### src/rtl/pwm_spi_regs_if.sv
// SPI pin bundle between an SPI master and the pwm_spi_regs configuration slave.
// Signal names keep the slave-side pin names so the top-level wiring reads the same.
interface pwm_spi_regs_if;
    logic sclk_i;
    logic cs_n_i;
    logic mosi_i;
    logic miso_o;

    modport master (
        output sclk_i,
        output cs_n_i,
        output mosi_i,
        input  miso_o
    );

    modport slave (
        input  sclk_i,
        input  cs_n_i,
        input  mosi_i,
        output miso_o
    );
endinterface

### src/rtl/pwm_spi_regs.sv
// SPI-slave configuration registers feeding the PWM generator core.
// Receives 16-bit mode-0 frames (W, addr[6:0], data[7:0], MSB first), holds
// CTRL/DUTY/PERIOD and hands DUTY/PERIOD to the core through a shadow stage that
// only reloads on a PWM period boundary or while the core is disabled.
// Optional build macro: PWM_SPI_READBACK_EN enables register readback on miso.
// Without it miso is tied low and read frames have no effect.
module pwm_spi_regs #(
    parameter int          SYNC_STAGES  = 2,
    parameter logic [7:0]  RESET_PERIOD = 8'hFF
) (
    input  logic               clk,
    input  logic               rst_n,
    pwm_spi_regs_if.slave      spi,
    input  logic               period_end_i,
    output logic               pwm_en_o,
    output logic               pwm_inv_o,
    output logic [7:0]         duty_o,
    output logic [7:0]         period_o,
    output logic               update_o
);

    // A single-flop synchroniser is not safe, so anything below 2 is raised to 2.
    localparam int SYNC_N = (SYNC_STAGES < 2) ? 2 : SYNC_STAGES;

    localparam logic [1:0] ST_IDLE   = 2'd0;
    localparam logic [1:0] ST_SHIFT  = 2'd1;
    localparam logic [1:0] ST_COMMIT = 2'd2;
    localparam logic [1:0] ST_DONE   = 2'd3;

    localparam logic [6:0] ADDR_CTRL   = 7'h00;
    localparam logic [6:0] ADDR_DUTY   = 7'h01;
    localparam logic [6:0] ADDR_PERIOD = 7'h02;
    localparam logic [6:0] ADDR_STATUS = 7'h03;

    // Synchroniser chains and edge-detect history
    logic [SYNC_N-1:0] sclkSync_q;
    logic [SYNC_N-1:0] csSync_q;
    logic [SYNC_N-1:0] mosiSync_q;
    logic              sclkDly_q;
    logic              csDly_q;

    logic sclkS;
    logic csS;
    logic mosiS;
    logic sclkRise;
    logic csFall;

    // Frame receiver
    logic [1:0]  state_q,  state_d;
    logic [4:0]  bitCnt_q, bitCnt_d;
    logic [15:0] shift_q,  shift_d;

    // Register file and shadow stage
    logic        ctrlEn_q,      ctrlEn_d;
    logic        ctrlInv_q,     ctrlInv_d;
    logic [7:0]  dutyStage_q,   dutyStage_d;
    logic [7:0]  periodStage_q, periodStage_d;
    logic [7:0]  duty_q,        duty_d;
    logic [7:0]  period_q,      period_d;
    logic        pending_q,     pending_d;
    logic        update_q,      update_d;

    logic        commitWr;
    logic [6:0]  wrAddr;
    logic [7:0]  wrData;
    logic        transfer;

    // Bring the asynchronous SPI pins into the clk domain and keep one-cycle-old copies for edge detection
    always_ff @(posedge clk) begin
        if (!rst_n) begin
            sclkSync_q <= '0;
            csSync_q   <= '1;
            mosiSync_q <= '0;
            sclkDly_q  <= 1'b0;
            csDly_q    <= 1'b1;
        end else begin
            sclkSync_q <= {sclkSync_q[SYNC_N-2:0], spi.sclk_i};
            csSync_q   <= {csSync_q[SYNC_N-2:0],   spi.cs_n_i};
            mosiSync_q <= {mosiSync_q[SYNC_N-2:0], spi.mosi_i};
            sclkDly_q  <= sclkSync_q[SYNC_N-1];
            csDly_q    <= csSync_q[SYNC_N-1];
        end
    end

    assign sclkS    = sclkSync_q[SYNC_N-1];
    assign csS      = csSync_q[SYNC_N-1];
    assign mosiS    = mosiSync_q[SYNC_N-1];
    assign sclkRise = sclkS & ~sclkDly_q;
    assign csFall   = csDly_q & ~csS;

    // Frame FSM: collect 16 bits, commit once, then ignore sclk until chip select is released
    always_comb begin
        state_d  = state_q;
        bitCnt_d = bitCnt_q;
        shift_d  = shift_q;
        case (state_q)
            ST_IDLE: begin
                if (csFall) begin
                    state_d  = ST_SHIFT;
                    bitCnt_d = 5'd0;
                    shift_d  = 16'h0000;
                end
            end
            ST_SHIFT: begin
                if (csS) begin
                    state_d = ST_IDLE;
                end else if (sclkRise) begin
                    shift_d  = {shift_q[14:0], mosiS};
                    bitCnt_d = bitCnt_q + 5'd1;
                    if (bitCnt_q == 5'd15) begin
                        state_d = ST_COMMIT;
                    end
                end
            end
            ST_COMMIT: begin
                state_d = csS ? ST_IDLE : ST_DONE;
            end
            default: begin
                if (csS) begin
                    state_d = ST_IDLE;
                end
            end
        endcase
    end

    // Frame FSM state registers
    always_ff @(posedge clk) begin
        if (!rst_n) begin
            state_q  <= ST_IDLE;
            bitCnt_q <= 5'd0;
            shift_q  <= 16'h0000;
        end else begin
            state_q  <= state_d;
            bitCnt_q <= bitCnt_d;
            shift_q  <= shift_d;
        end
    end

    assign commitWr = (state_q == ST_COMMIT) && shift_q[15];
    assign wrAddr   = shift_q[14:8];
    assign wrData   = shift_q[7:0];

    // Staging is copied to the core only when something is pending and the core is at a period boundary or stopped
    assign transfer = pending_q && (period_end_i || !ctrlEn_q);

    // Register writes and shadow reload; a write landing with a reload keeps pending so it goes out next boundary
    always_comb begin
        ctrlEn_d      = ctrlEn_q;
        ctrlInv_d     = ctrlInv_q;
        dutyStage_d   = dutyStage_q;
        periodStage_d = periodStage_q;
        duty_d        = duty_q;
        period_d      = period_q;
        pending_d     = pending_q;
        update_d      = transfer;

        if (transfer) begin
            duty_d    = dutyStage_q;
            period_d  = periodStage_q;
            pending_d = 1'b0;
        end

        if (commitWr) begin
            case (wrAddr)
                ADDR_CTRL: begin
                    ctrlEn_d  = wrData[0];
                    ctrlInv_d = wrData[1];
                end
                ADDR_DUTY: begin
                    dutyStage_d = wrData;
                    pending_d   = 1'b1;
                end
                ADDR_PERIOD: begin
                    periodStage_d = wrData;
                    pending_d     = 1'b1;
                end
                default: begin
                end
            endcase
        end
    end

    // Register file, shadow stage and reload pulse
    always_ff @(posedge clk) begin
        if (!rst_n) begin
            ctrlEn_q      <= 1'b0;
            ctrlInv_q     <= 1'b0;
            dutyStage_q   <= 8'h00;
            periodStage_q <= RESET_PERIOD;
            duty_q        <= 8'h00;
            period_q      <= RESET_PERIOD;
            pending_q     <= 1'b0;
            update_q      <= 1'b0;
        end else begin
            ctrlEn_q      <= ctrlEn_d;
            ctrlInv_q     <= ctrlInv_d;
            dutyStage_q   <= dutyStage_d;
            periodStage_q <= periodStage_d;
            duty_q        <= duty_d;
            period_q      <= period_d;
            pending_q     <= pending_d;
            update_q      <= update_d;
        end
    end

    assign pwm_en_o  = ctrlEn_q;
    assign pwm_inv_o = ctrlInv_q;
    assign duty_o    = duty_q;
    assign period_o  = period_q;
    assign update_o  = update_q;

`ifdef PWM_SPI_READBACK_EN
    logic       sclkFall;
    logic [6:0] rdAddr;
    logic [7:0] rdData;
    logic [7:0] tx_q, tx_d;

    assign sclkFall = ~sclkS & sclkDly_q;

    // The address is complete on the 8th rising edge: its last bit is the mosi sample being shifted in now
    assign rdAddr = {shift_q[5:0], mosiS};

    // Readback multiplexer; unmapped addresses read as zero
    always_comb begin
        rdData = 8'h00;
        case (rdAddr)
            ADDR_CTRL:   rdData = {6'b000000, ctrlInv_q, ctrlEn_q};
            ADDR_DUTY:   rdData = dutyStage_q;
            ADDR_PERIOD: rdData = periodStage_q;
            ADDR_STATUS: rdData = {7'b0000000, pending_q};
            default:     rdData = 8'h00;
        endcase
    end

    // Output shifter: load on edge 8 of a read, hold bit7 through edge 9, then advance on falling edges from there
    always_comb begin
        tx_d = tx_q;
        if (csS) begin
            tx_d = 8'h00;
        end else if ((state_q == ST_IDLE) && csFall) begin
            tx_d = 8'h00;
        end else if ((state_q == ST_SHIFT) && sclkRise && (bitCnt_q == 5'd7)) begin
            tx_d = shift_q[6] ? 8'h00 : rdData;
        end else if ((state_q == ST_SHIFT) && sclkFall && (bitCnt_q >= 5'd9)) begin
            tx_d = {tx_q[6:0], 1'b0};
        end
    end

    // Output shifter register
    always_ff @(posedge clk) begin
        if (!rst_n) begin
            tx_q <= 8'h00;
        end else begin
            tx_q <= tx_d;
        end
    end

    assign spi.miso_o = tx_q[7];
`else
    assign spi.miso_o = 1'b0;
`endif

endmodule

### src/flat_wrapper.sv
// flat-port wrapper written by rule: the top's interface ports become plain ports
module pwm_spi_regs_flat 
#(
    parameter int          SYNC_STAGES  = 2,
    parameter logic [7:0]  RESET_PERIOD = 8'hFF
)
  (clk, rst_n, period_end_i, pwm_en_o, pwm_inv_o, duty_o, period_o, update_o, spi_sclk_i, spi_cs_n_i, spi_mosi_i, spi_miso_o);
  pwm_spi_regs_if spi_i ();
  input  logic clk;
  input  logic rst_n;
  input  logic period_end_i;
  output logic pwm_en_o;
  output logic pwm_inv_o;
  output logic [7:0] duty_o;
  output logic [7:0] period_o;
  output logic update_o;
  input wire logic [$bits(spi_i.sclk_i)-1:0] spi_sclk_i;
  input wire logic [$bits(spi_i.cs_n_i)-1:0] spi_cs_n_i;
  input wire logic [$bits(spi_i.mosi_i)-1:0] spi_mosi_i;
  output wire logic [$bits(spi_i.miso_o)-1:0] spi_miso_o;
  assign spi_i.sclk_i = spi_sclk_i;
  assign spi_i.cs_n_i = spi_cs_n_i;
  assign spi_i.mosi_i = spi_mosi_i;
  assign spi_miso_o = spi_i.miso_o;
  pwm_spi_regs #(.SYNC_STAGES(SYNC_STAGES), .RESET_PERIOD(RESET_PERIOD)) u_core (.clk(clk), .rst_n(rst_n), .spi(spi_i), .period_end_i(period_end_i), .pwm_en_o(pwm_en_o), .pwm_inv_o(pwm_inv_o), .duty_o(duty_o), .period_o(period_o), .update_o(update_o));
endmodule
### config.mk
export PLATFORM = sky130hd
export DESIGN_NAME = pwm_spi_regs_flat
export DESIGN_NICKNAME = d
export VERILOG_FILES = /design/src/rtl/pwm_spi_regs_if.sv /design/src/rtl/pwm_spi_regs.sv /design/src/flat_wrapper.sv
export SDC_FILE = /design/constraint.sdc
export NUM_CORES = 1
export LEC_CHECK = 0
export BUFFER_PORTS_ARGS = -buffer_cell sky130_fd_sc_hd__buf_2
export CORE_AREA = 2 2 104 106
export DETAILED_ROUTE_END_ITERATION = 7
export DIE_AREA = 0 0 106 108
export PLACE_DENSITY = 0.42
export SLEW_MARGIN = 15
export SYNTH_ARGS = -nofsm -noshare
export SYNTH_HDL_FRONTEND = slang
export SYNTH_SLANG_ARGS = --single-unit
export TNS_END_PERCENT = 100
### constraint.sdc
create_clock -name clk -period 1.55 [get_ports clk]
set_input_delay 0.2325 -clock clk [delete_from_list [all_inputs] [get_ports clk]]
set_output_delay 0.2325 -clock clk [all_outputs]
set_load 0.1 [all_outputs]
After elaboration in Yosys (flattened, before gate mapping). Index checks and enable logic that the tools add are counted.

Register bits: 67. Input bits: 6.

$add $sub $neg: 1. Equality and inequality tests: 10. Multiplexer cells: 18. Bitwise operators: 4. Reductions and logical operators: 14.

Operators by type and width (count): $mux 16 (3); $pmux 16 s2 (1); $mux 5 (3); $mux 2 (6); $pmux 5 s2 (1); $reduce_and 4->1 (2); $eq 7x1->1 const B (1); $eq 7x2->1 const B (1); $logic_not 7->1 (1); $ne 3x1->1 const B (2); $pmux 2 s3 (1); $reduce_and 2->1 (3); $add 5x1->5 const B (1); $eq 5x4->1 const B (1); $ne 2x1->1 const B (2); $reduce_bool 4->1 (1); $mux 1 (3); $and 1x1->1 (2); $eq 2x1->1 const B (1); $eq 2x2->1 const B (1); $logic_and 1x1->1 (2); $logic_not 2->1 (1); $ne 2x2->1 const B (1); $not 1->1 (2); 4 further kinds (4).

Depth between registers and ports, before layout.
Word-level depth: 6. Gate-level depth with buffers: 6. Gate-level depth less buffers: 6.

Worst setup path before layout. No wires, ideal clock.

Path kind: reg2reg. From: reg u_core.ctrlEn_q, in the netlist u_core.pwm_en_o. To: reg u_core.duty_q[5], in the netlist u_core.duty_o[5]. Data arrival time: 1836 ps. Slack: -361 ps. Stages on the path, launching flop included: 6. Cell sequence: dfxtp_1 > nand2b_1 > nand2_1 > clkbuf_1 > nand2_1 > a21boi_0.

Word-level cells in the longest chain between the ends: 3.

RTL lines: start, declared (RTL line pwm_spi_regs.sv:54) `logic ctrlEn_q, ctrlEn_d;`; start signal, assigned (RTL line pwm_spi_regs.sv:195) `ctrlEn_q <= ctrlEn_d;`; $logic_not 1->1 (RTL line pwm_spi_regs.sv:144) `assign transfer = pending_q && (period_end_i || !ctrlEn_q);`; $logic_or 1x1->1 (RTL line pwm_spi_regs.sv:144); $logic_and 1x1->1 (RTL line pwm_spi_regs.sv:144); end signal, assigned (RTL line pwm_spi_regs.sv:199) `duty_q <= duty_d;`; end, declared (RTL line pwm_spi_regs.sv:58) `logic [7:0] duty_q, duty_d;`.

Every way passes these cells. A chain may end at the register's enable or synchronous reset.

Final worst setup path.
From: reg u_core.state_q[0]. To: reg u_core.bitCnt_q[2].

Word-level cells in the longest chain between the ends: 3. Elaborated cells between the ends (all ways): 8. Classes of those cells: eq/ne: 4; mux: 1; reduce/logical: 3.

RTL lines: start, declared (RTL line pwm_spi_regs.sv:49) `logic [1:0] state_q, state_d;`; start signal, assigned (RTL line pwm_spi_regs.sv:133) `state_q <= state_d;`; $eq 2x1->1 or $logic_not 2->1 (tied branches) (RTL line pwm_spi_regs.sv:96) `case (state_q)`; $ne 2x2->1 (no source line), or another cell as far along; $reduce_and 4->1 (no source line); end signal, assigned (RTL line pwm_spi_regs.sv:134) `bitCnt_q <= bitCnt_d;`; end, declared (RTL line pwm_spi_regs.sv:50) `logic [4:0] bitCnt_q, bitCnt_d;`.

Parallel ways exist; a longest one is shown, timed or not.

==> flow_metrics.tcl <==
set metrics [dict create \
    worst_setup_hold_path_clk_slew_ns 0.07 \
    synth_fp_nets 283 \
    drc_errors 0 \
    final.fill_count 1114 \
    ctsLongestPathBuffers 2 \
    max_fclk_mhz 685 \
    critical_path_required_ns 1.79 \
    hold_class "input pin to flop" \
    syn_area_sq_um 2550 \
    place.detailed.instances 424 \
    synth.lib_cells_used.distinct 39 \
    number_of_violations_reported_at_the_end_of_detailed_routing_iteration_0 59 \
    drt_pass1_iterations 4 \
    synth_enable_flop_cells 0 \
    postSynth.asyncResetShare_pct 0 \
    postCtsResizedCells 0 \
    cts.sink_count 67 \
    critical_path.max_fanout 15 \
    antenna-diode-count 0 \
    timing.critical_path.to_type "flop" \
    total_net_switching_power_w 0.000741 \
    fin_tns_setup_ns 0 \
    syn_to_final_growth_pct 21.0 \
    crit_path_start_kind "flop" \
    timing.clock.skew_ns 0.00809 \
    seq_area_frac_synth_pct 52.6 \
    overall_overflow_remaining_after_global_route 0 \
    h-tree-depth 3 \
    num_io_pins 26 \
    floorplan.initialDensity_pct 24.9 \
    postRouteWirelength_mm 5.03 \
    postCtsSetupRepairBufs 0 \
    synth_cells 275 \
    ant_nets 0 \
    report.final.hold_viol_count 0 \
    power.density_nw_per_um2 1200 \
    clock_power_share_pct 50.8 \
    wire_per_inst_um 11.4 \
    first_global_vias 1794 \
    final_cell_count_no_fill 440 \
    share_comb_of_total_power_pct 2.5 \
    grt_util_all_layers_pct 9.53 \
    dominantRegCellSynth "dfxtp_1" \
    drt-vias-per-instance 4.38 \
    first_pass_grt_wire_length_mm 8.53 \
    yosys_register_bits 67 \
    synth_warnings 0 \
    sequential_cell_area_sq_um 1350 \
    finalCriticalPeriod_ns 1.46 \
    run_status "finished, final reports clean" \
    number_of_i_o_port_buffers 24 \
    cts_buffers 9 \
    combined_area_of_the_multi_input_logic_cells_sq_um 1110 \
    final_period_utilization_pct 94.2 \
    num_vias 1926 \
    finalMaxSlewViolations 0 \
    floorplan.die_area_sq_um 11400 \
    finalSetupViolCount 0 \
    syn-mean-instance-area_sq_um 9.27 \
    setup.worst_path.class "flop to flop" \
    seq_power_share_pct 46.7 \
    cts_tree "done" \
    worst_skew_pair.late_latency_ns 0.34 \
    final_layout_size_suffix_gt1_share_pct 19.1 \
    total_half_perimeter_wirelength_after_legalization_and_detailed_placement_mm 3.28 \
    max-vdd-ir-drop_mv 0.637 \
    die_height_um 108 \
    die_width_um 106 \
    largest_net_degree_at_the_start_of_global_routing 75 \
    cap_violations 0 \
    globalplace.congestion 0.667 \
    rsz0062_at_grt "false" \
    antenna_violations_before_repair 0 \
    final_net_count 307 \
    power.share.switching_pct 20.0 \
    cp_data_arrival_time_ns 1.70 \
    clock_tree.root_cell "clkbuf_8" \
    rows 37 \
    p_leak_nw 1.35 \
    power_report.internal_total_w 0.00297 \
    cts_hold_buf 0 \
    core_area_sq_um 10200 \
]
==> sequential cells by signal (all words and copies together), names as in the netlist <==
signal                count
u_core.shift_q           16
u_core.dutyStage_q        8
u_core.duty_o             8
u_core.periodStage_q      8
u_core.period_o           8
u_core.bitCnt_q           5
u_core.csSync_q           2
u_core.mosiSync_q         2
u_core.sclkSync_q         2
u_core.state_q            2
u_core.csDly_q            1
u_core.pending_q          1
u_core.pwm_en_o           1
u_core.pwm_inv_o          1
u_core.sclkDly_q          1
u_core.update_o           1
==> worst max-delay path, stage by stage (launching register included) <==
cell and delay (ns):
dfxtp_1 0.45, nand3b_2 0.14, a211o_2 0.44, o2bb2ai_1 0.16
a21o_1 0.17
==> placed cells by master, fill, tap and decap left out, types with 2 or more instances in the layout <==
cell | Yosys | routed
bufinv_16 | 0 | 3
nand3b_1 | 2 | 2
clkbuf_8 | 0 | 10
buf_4 | 2 | 4
buf_12 | 0 | 2
and2_1 | 6 | 6
nor2_1 | 5 | 5
o21ai_0 | 11 | 11
nand2b_1 | 4 | 4
dfxtp_1 | 67 | 66
and3_1 | 2 | 2
mux2i_1 | 18 | 18
nand4_1 | 7 | 7
a31oi_1 | 2 | 2
ha_1 | 2 | 2
nor2b_1 | 3 | 3
a21boi_0 | 9 | 9
nand3_1 | 33 | 33
buf_2 | 3 | 24
nand2_1 | 69 | 69
==> cell usage after synthesis (2+ instances only) <==
library cell	count	share of area [%]
a21boi_0	9	2.6
mux2i_1	18	7.1
o21ai_0	11	2.2
nand2_1	69	10
buf_2	3	0.59
nand2b_1	4	0.98
nand3_1	33	6.5
nand3b_1	2	0.59
ha_1	2	0.98
buf_1	2	0.29
a31oi_1	2	0.49
buf_6	3	1.3
nor2_1	5	0.74
clkbuf_1	6	0.88
and3_1	2	0.49
nand4_1	7	1.7
dfxtp_1	67	53
nor2b_1	3	0.74
and2_1	6	1.5
buf_4	2	0.59
==> cell type report <==
| type | count | area share, % |
|---|---|---|
| Clock buffer | 11 | 5.27 |
| Multi-Input combinational cell | 190 | 35.9 |
| Timing Repair Buffer | 30 | 6.17 |
| Inverter | 1 | 0.122 |
| Clock inverter | 5 | 3.45 |
| Tap cell | 136 | 5.52 |
| Sequential cell | 67 | 43.6 |
==> power groups by stage <==
stage | Sequential, W | Combinational (W) | Clock (W)
floorplan | 0.00177 | 0.0000744 | 0
global placement | 0.00177 | 0.0000926 | 0
detailed placement | 0.00177 | 0.0000931 | 0
CTS | 0.00173 | 0.0000933 | 0.00194
global route | 0.00173 | 0.000101 | 0.00202
finish | 0.00173 | 0.0000915 | 0.00189
==> logic make-up after synthesis <==
kind of cell | count (synthesis) | share of synthesized area, %
compound gates | 27 | 7.41
fa+ha+maj | 2 | 0.981
buf+inv | 18 | 4.02
flops | 67 | 52.6
mux | 18 | 7.07
other cells | 1 | 0.147
simple gates | 142 | 27.8
==> path summary, 6_finish.rpt <==
check	start	end	slack (ns)	cells past startpoint
setup reg to reg	u_core.state_q[0]	u_core.bitCnt_q[2]	0.09	4
hold reg to reg	u_core.csSync_q[0]	u_core.csSync_q[1]	0.41	1
hold / removal	spi_cs_n_i	u_core.csSync_q[0]	0.08	2
setup / recovery	u_core.state_q[0]	u_core.bitCnt_q[2]	0.09	4
==> per-stage QoR <==
step                total power, W  hold WS [ns]  util [%]  instance area (sq um)  setup slack (ns)
floorplan                  0.00185         0.334         -                   2550             0.151
global placement           0.00187         0.392      27.5                   2820             0.105
detailed placement         0.00187         0.397      27.5                   2820            0.0927
CTS                        0.00377        0.0572      30.1                   3080            0.0870
global route               0.00385        0.0613      30.1                   3080            0.0138
finish                     0.00371        0.0760      30.1                   3080            0.0905
==> metal layers <==
layer / wire length, um / track usage (%) / vias to the layer above / part of all wire, %
li1: - / - / 977 / -
met1: 2300 / 10.5 / 913 / 46
met2: 2480 / 16.8 / 30 / 49
met3: 186 / 4.04 / 6 / 3.7
met4: 57 / 2.82 / 0 / 1.1
met5: 0 / 0 / - / 0
Note: power is estimated with default switching activity, not from simulation.
